==> src/rtl/match_scheduler_pkg.sv <==
// Shared types and frame constants for the binary template-matching controller.
package match_scheduler_pkg;

    typedef enum logic [1:0] {
        ST_IDLE  = 2'd0,
        ST_RUN   = 2'd1,
        ST_FLUSH = 2'd2,
        ST_DONE  = 2'd3
    } state_t;

    localparam int unsigned COLS    = 40;
    localparam int unsigned ROWS    = 100;
    localparam int unsigned THRESH  = 3600;
    localparam int unsigned XMAX    = 639;
    localparam int unsigned YMAX    = 479;
    localparam int unsigned SCORE_W = 12;
    localparam int unsigned HIT_W   = 16;
    localparam int unsigned COL_W   = 7;
    localparam int unsigned POS_W   = 10;
    localparam int unsigned CNT_W   = 6;

    // Side-band fields carried alongside the column score through stage 1.
    typedef struct packed {
        logic             valid;
        logic             mark;
        logic [POS_W-1:0] x;
        logic [POS_W-1:0] y;
    } col_tag_t;

endpackage

==> src/rtl/match_scheduler_col_popcount.sv <==
// Stage 1: XNOR popcount of one template/image column pair, registered when enabled.
module match_scheduler_col_popcount
    import match_scheduler_pkg::*;
#(
    parameter int unsigned N     = ROWS,
    parameter int unsigned OUT_W = COL_W
) (
    input  logic             clk,
    input  logic             rst,
    input  logic             en,
    input  logic [N-1:0]     tarray,
    input  logic [N-1:0]     iarray,
    output logic [OUT_W-1:0] col_score
);

    logic [N-1:0]     match_bits;
    logic [OUT_W-1:0] count_c;

    assign match_bits = ~(tarray ^ iarray);

    always_comb begin
        count_c = '0;
        for (int i = 0; i < int'(N); i++) begin
            count_c = count_c + OUT_W'(match_bits[i]);
        end
    end

    always_ff @(posedge clk or negedge rst) begin
        if (!rst) begin
            col_score <= '0;
        end else if (en) begin
            col_score <= count_c;
        end
    end

endmodule

==> src/rtl/match_scheduler.sv <==
// Frame controller: drives the line buffer, accumulates 40-column window scores,
// tracks the best window and hit count, and hands the result to the host.
module match_scheduler
    import match_scheduler_pkg::*;
#(
    parameter int unsigned COLS   = match_scheduler_pkg::COLS,
    parameter int unsigned ROWS   = match_scheduler_pkg::ROWS,
    parameter int unsigned THRESH = match_scheduler_pkg::THRESH,
    parameter int unsigned XMAX   = match_scheduler_pkg::XMAX,
    parameter int unsigned YMAX   = match_scheduler_pkg::YMAX
) (
    input  logic               clk,
    input  logic               rst,
    input  logic               start,
    input  logic               hold,
    output logic               lb_ena,
    input  logic               lb_valid,
    input  logic [POS_W-1:0]   lb_xpos,
    input  logic [POS_W-1:0]   lb_ypos,
    input  logic               lb_mark,
    input  logic [ROWS-1:0]    tarray,
    input  logic [ROWS-1:0]    iarray,
    output logic               busy,
    output logic               result_valid,
    input  logic               result_ack,
    output logic [SCORE_W-1:0] best_score,
    output logic [POS_W-1:0]   best_x,
    output logic [POS_W-1:0]   best_y,
    output logic [HIT_W-1:0]   hit_count
);

    state_t state;
    state_t next_state;

    logic sampled_c;
    logic frame_end_c;
    logic start_c;
    logic flush_cnt;

    col_tag_t         s1_tag;
    logic             s1_vld;
    logic [COL_W-1:0] col_score;

    logic [SCORE_W-1:0] acc;
    logic [CNT_W-1:0]   col_cnt;
    logic               allvalid;

    logic close_c;
    logic eligible_c;

    // State register
    always_ff @(posedge clk or negedge rst) begin
        if (!rst) begin
            state <= ST_IDLE;
        end else begin
            state <= next_state;
        end
    end

    // Next-state logic
    always_comb begin
        next_state = state;
        unique case (state)
            ST_IDLE:  if (start)       next_state = ST_RUN;
            ST_RUN:   if (frame_end_c) next_state = ST_FLUSH;
            ST_FLUSH: if (flush_cnt)   next_state = ST_DONE;
            ST_DONE:  if (result_ack)  next_state = ST_IDLE;
            default:                   next_state = ST_IDLE;
        endcase
    end

    // Line-buffer enable is only released while running and not held
    always_comb begin
        lb_ena = 1'b1;
        if (state == ST_RUN) begin
            lb_ena = hold;
        end
    end

    assign sampled_c   = ~lb_ena;
    assign frame_end_c = sampled_c && (lb_xpos == POS_W'(XMAX)) && (lb_ypos == POS_W'(YMAX));
    assign start_c     = (state == ST_IDLE) && start;

    // Two-cycle drain: first cycle retires the last column, second closes the trailing window
    always_ff @(posedge clk or negedge rst) begin
        if (!rst) begin
            flush_cnt <= 1'b0;
        end else begin
            flush_cnt <= (state == ST_FLUSH) && !flush_cnt;
        end
    end

    always_ff @(posedge clk or negedge rst) begin
        if (!rst) begin
            busy         <= 1'b0;
            result_valid <= 1'b0;
        end else begin
            busy         <= (next_state == ST_RUN) || (next_state == ST_FLUSH);
            result_valid <= (next_state == ST_DONE);
        end
    end

    match_scheduler_col_popcount #(
        .N     (ROWS),
        .OUT_W (COL_W)
    ) u_col_popcount (
        .clk       (clk),
        .rst       (rst),
        .en        (sampled_c),
        .tarray    (tarray),
        .iarray    (iarray),
        .col_score (col_score)
    );

    // Stage-1 side-band; s1_vld marks a fresh column for exactly one stage-2 cycle
    always_ff @(posedge clk or negedge rst) begin
        if (!rst) begin
            s1_vld <= 1'b0;
            s1_tag <= '0;
        end else begin
            s1_vld <= sampled_c;
            if (sampled_c) begin
                s1_tag <= '{valid: lb_valid, mark: lb_mark, x: lb_xpos, y: lb_ypos};
            end
        end
    end

    assign close_c    = (s1_vld && s1_tag.mark) || ((state == ST_FLUSH) && flush_cnt);
    assign eligible_c = close_c && (col_cnt == CNT_W'(COLS)) && allvalid;

    // Stage 2: window accumulation and best/hit tracking
    always_ff @(posedge clk or negedge rst) begin
        if (!rst) begin
            acc        <= '0;
            col_cnt    <= '0;
            allvalid   <= 1'b0;
            best_score <= '0;
            best_x     <= '0;
            best_y     <= '0;
            hit_count  <= '0;
        end else if (start_c) begin
            acc        <= '0;
            col_cnt    <= '0;
            allvalid   <= 1'b0;
            best_score <= '0;
            best_x     <= '0;
            best_y     <= '0;
            hit_count  <= '0;
        end else if (close_c) begin
            if (eligible_c && (acc > best_score)) begin
                best_score <= acc;
                best_x     <= s1_tag.x;
                best_y     <= s1_tag.y;
            end
            if (eligible_c && (acc >= SCORE_W'(THRESH)) && (hit_count != '1)) begin
                hit_count <= hit_count + HIT_W'(1);
            end
            if (s1_vld) begin
                acc      <= SCORE_W'(col_score);
                col_cnt  <= CNT_W'(1);
                allvalid <= s1_tag.valid;
            end else begin
                acc      <= '0;
                col_cnt  <= '0;
                allvalid <= 1'b0;
            end
        end else if (s1_vld) begin
            acc      <= acc + SCORE_W'(col_score);
            col_cnt  <= (col_cnt == '1) ? col_cnt : col_cnt + CNT_W'(1);
            allvalid <= allvalid & s1_tag.valid;
        end
    end

endmodule

==> config.mk <==
export PLATFORM = sky130hd
export DESIGN_NAME = match_scheduler
export DESIGN_NICKNAME = d
export VERILOG_FILES = /design/src/rtl/match_scheduler_pkg.sv /design/src/rtl/match_scheduler_col_popcount.sv /design/src/rtl/match_scheduler.sv
export SDC_FILE = /design/constraint.sdc
export NUM_CORES = 1
export LEC_CHECK = 0
export CAP_MARGIN = 0
export CORE_UTILIZATION = 48
export DETAILED_ROUTE_END_ITERATION = 16
export PLACE_DENSITY = 0.9
export SYNTH_ARGS = -nofsm -noshare
export SYNTH_HDL_FRONTEND = slang
export SYNTH_SLANG_ARGS = --single-unit
==> constraint.sdc <==
create_clock -name clk -period 2.4 [get_ports clk]
set_input_delay 0.24 -clock clk [delete_from_list [all_inputs] [get_ports clk]]
set_output_delay 0.24 -clock clk [all_outputs]
set_load 0.1 [all_outputs]
==> metrics.txt <==
status=finished with violations; failing checks=negative setup slack; DP Worst Slack=-4846 ps; r2r endpoint=best_score[5]; critical-path cell list=dlygate4sd2_1 -> xor2_1 -> fa_1 -> fa_1 -> fa_1 -> fa_1 -> inv_2 -> fa_1 -> inv_2 -> fa_1 -> fa_1 -> fa_1 -> inv_2 -> fa_1 -> inv_2 -> fa_2 -> inv_2 -> fa_2 -> a21o_1 -> a21o_1 -> a21oi_2 -> mux2i_1 -> nand3_1; DRT iter0 DRCs=478; Critical-path top delay cell=fa_1; NumNets Final=1,554; Core ar.=0.01796 mm^2; Crit. End Element=flop; GR Util All Layers=25.55%; Pins Over Slew Limit=0; first-pass GRT wire length=36,750 um; crit-path most repeated cell=fa_1; Slew headroom=42.33%; die area=0.01884 mm^2; DR WL/cell=16.50 um; Vias/cell=5.238; largest net degree at the start of global routing=58; Clock Latency Late Sink=350 ps; num ports=278; Avg Inst Size Synth=9.713 um^2; DR vias=7,490; DRC Markers=0; Placer Congestion=0.8490; vias in the first global route=7,967; Critical Path AT=6800 ps; root buf cell=clkbuf_16; CP max stage delay=580 ps; Max Fclk=0.1524 GHz; Worst R2R Setup Slack=170 ps; CTS clk-pin slew, worst paths=70 ps; Hold Startpoint=lb_ypos[1]; Post-synth EDFFs=0; syn nets=1,263; Layout area overhead=39.91%; TritonCTS clock tree=yes; mapped cell area=0.008781 mm^2; crit-path max FO=2; Synthesis Warnings=0; hpwl dp=19,360 um; Final WS setup=-4162 ps; H-tree Lvls=3; Max Cap Viol=0; TritonRoute pass-1 iters=5; Clock Sink Count=102; Post-Syn Instances=904; worst-case clock buffer depth=2; row count=49; RSZ-0062 raised after global routing=true; CP bufs+invs=6; asr flop ratio synth=100.0%; CTS Buf Count=9; Layout fillers=1,290; critical path's top delay family=adder cells; flops & latches, synth=102; period utilisation layout=273.4%; min Tclk post-route=6562 ps; Hold EP=s1_tag[1]; initial antenna violation count=0; Remaining Overflow, GRT=0; Die Y=137.3 um; ANT nets after route=0; CP Launch Type=input port; type of the most critical hold path=input port to flop; PortBufs=277; final hold viol count=0; ratio of cells with drive above 1 in the final layout=17.92%; Worst Tran Pin Value=865.0 ps; reg2reg start=best_score[11]; cells on worst reg2reg path=8; WHS Path Cells=3; starting density of the core=48.88%; post-synthesis sequential area ratio=29.07%; Synth Flop Type=dfrtp_1; Final Setup Violations=7; synth unique cells=62; critical path required time=2630 ps; Setup CP Type=input port to flop; Clock Skews=7.869 ps; die width=137.3 um; final hold slack=456.8 ps; DRT Wirelength=23,590 um
## per-layer routing
metal,up-vias,share of wire [%],global-route usage (%)
met5,-,0,0
met4,0,3.3,10.50
met3,59,5.6,4.930
met2,281,57,49.80
met1,3669,34,26.37
li1,3481,-,-
## kinds of logic after synthesis
group,count (synthesis),share of synthesized area [%]
compound gates,86,6.711
mux,38,4.346
fa+ha+maj,132,26.42
flops,102,29.07
buf+inv,143,6.512
xor+xnor,114,11.37
simple gates,289,15.57
## cell type report
type | instances | area [um^2] | share of cell area [%]
Multi-Input combinational cell | 659 | 5952 | 48.45
Antenna cell | 1 | 2.502 | 0.02037
Clock buffer | 9 | 225.2 | 1.833
Inverter | 115 | 431.7 | 3.514
Sequential cell | 102 | 2567 | 20.90
Tap cell | 229 | 286.5 | 2.332
Clock inverter | 7 | 97.59 | 0.7944
Timing Repair Buffer | 308 | 2723 | 22.16
## flip-flops by register name (all words and copies together) (netlist names)
signal / count
s1_vld: 1
s1_tag: 22
best_x: 10
allvalid: 1
result_valid: 1
best_score: 12
u_col_popcount.col_score: 7
busy: 1
acc: 12
col_cnt: 6
state: 2
flush_cnt: 1
best_y: 10
hit_count: 16
## metrics by stage
step / cell area (um^2) / instances / TNS (ps) / utilization, %
after floorplan: 8827 / 904 / -25750 / -
after global placement: 11850 / 1410 / -30680 / 65.99
after detailed placement: 11850 / 1410 / -31560 / 65.99
after CTS: 12290 / 1428 / -26800 / 68.41
after global routing: 12280 / 1429 / -27980 / 68.38
final: 12290 / 1430 / -26820 / 68.39
## worst max-delay path by stage
stage                    start                     endpoint  slack [ps]  cells after the start
floorplan           iarray[94]  u_col_popcount.col_score[6]       -4030                     22
global placement    tarray[30]  u_col_popcount.col_score[6]       -4690                     24
detailed placement  iarray[50]  u_col_popcount.col_score[6]       -4850                     24
CTS                 iarray[44]  u_col_popcount.col_score[6]       -4160                     25
global route         iarray[4]  u_col_popcount.col_score[6]       -4330                     21
finish              iarray[70]  u_col_popcount.col_score[6]       -4160                     23
## Yosys cell counts, types with 3 or more instances
library cell,number,area (um^2)
nand2_1,171,641.9
inv_1,114,427.9
dfrtp_1,102,2552
fa_1,89,1782
xor2_1,65,569.3
xnor2_1,49,429.2
ha_1,43,538.0
mux2i_1,37,370.4
nor2_1,32,120.1
a21oi_1,30,150.1
clkbuf_1,16,60.06
nand3_1,14,70.07
nand4_1,13,81.33
nor3_1,11,55.05
a21o_1,7,52.55
a31oi_1,7,43.79
o21ai_0,7,35.03
a211oi_1,6,45.04
and3_1,6,37.54
nand2b_1,6,37.54
buf_1,4,15.01
buf_2,4,20.02
buf_6,4,45.04
nand3b_1,4,30.03
nand4b_1,4,35.03
o211ai_1,4,30.03
nor2b_1,3,18.77
o21a_1,3,22.52
o31ai_1,3,22.52
or4_1,3,22.52
## repair_timing
action / 4_1_cts / 5_1_grt
pin swaps: 65 / 17
resized for setup: 220 / 39
setup endpoints to repair: 7 / 7
hold buffers: 1 / 0
buffers inserted: 1 / 1
hold endpoints to repair: 50 / 0
## worst min-delay path: stages
cell	delay, ps
clkdlybuf4s50_1	420
nand2_1	70
nand2_1	40
## cell usage in the layout, fill, tap and decap left out, drive strengths merged, types with 7 or more instances in the layout
cell type | Yosys | final
mux2i | 37 | 37
a21o | 7 | 7
clkbuf | 16 | 19
a31oi | 7 | 7
o21ai | 8 | 8
nand4 | 14 | 14
ha | 43 | 43
xnor2 | 49 | 49
a21oi | 30 | 30
nand2 | 171 | 171
xor2 | 65 | 65
fa | 89 | 89
dfrtp | 102 | 102
nand3 | 15 | 15
dlygate4sd2 | 0 | 45
buf | 12 | 104
inv | 114 | 115
nor2 | 32 | 32
clkdlybuf4s50 | 0 | 129
nor3 | 12 | 12
clkdlybuf4s15 | 0 | 17
Power is not shown: default switching activity piles up to over one toggle a cycle in this logic, so the estimate is an artifact.
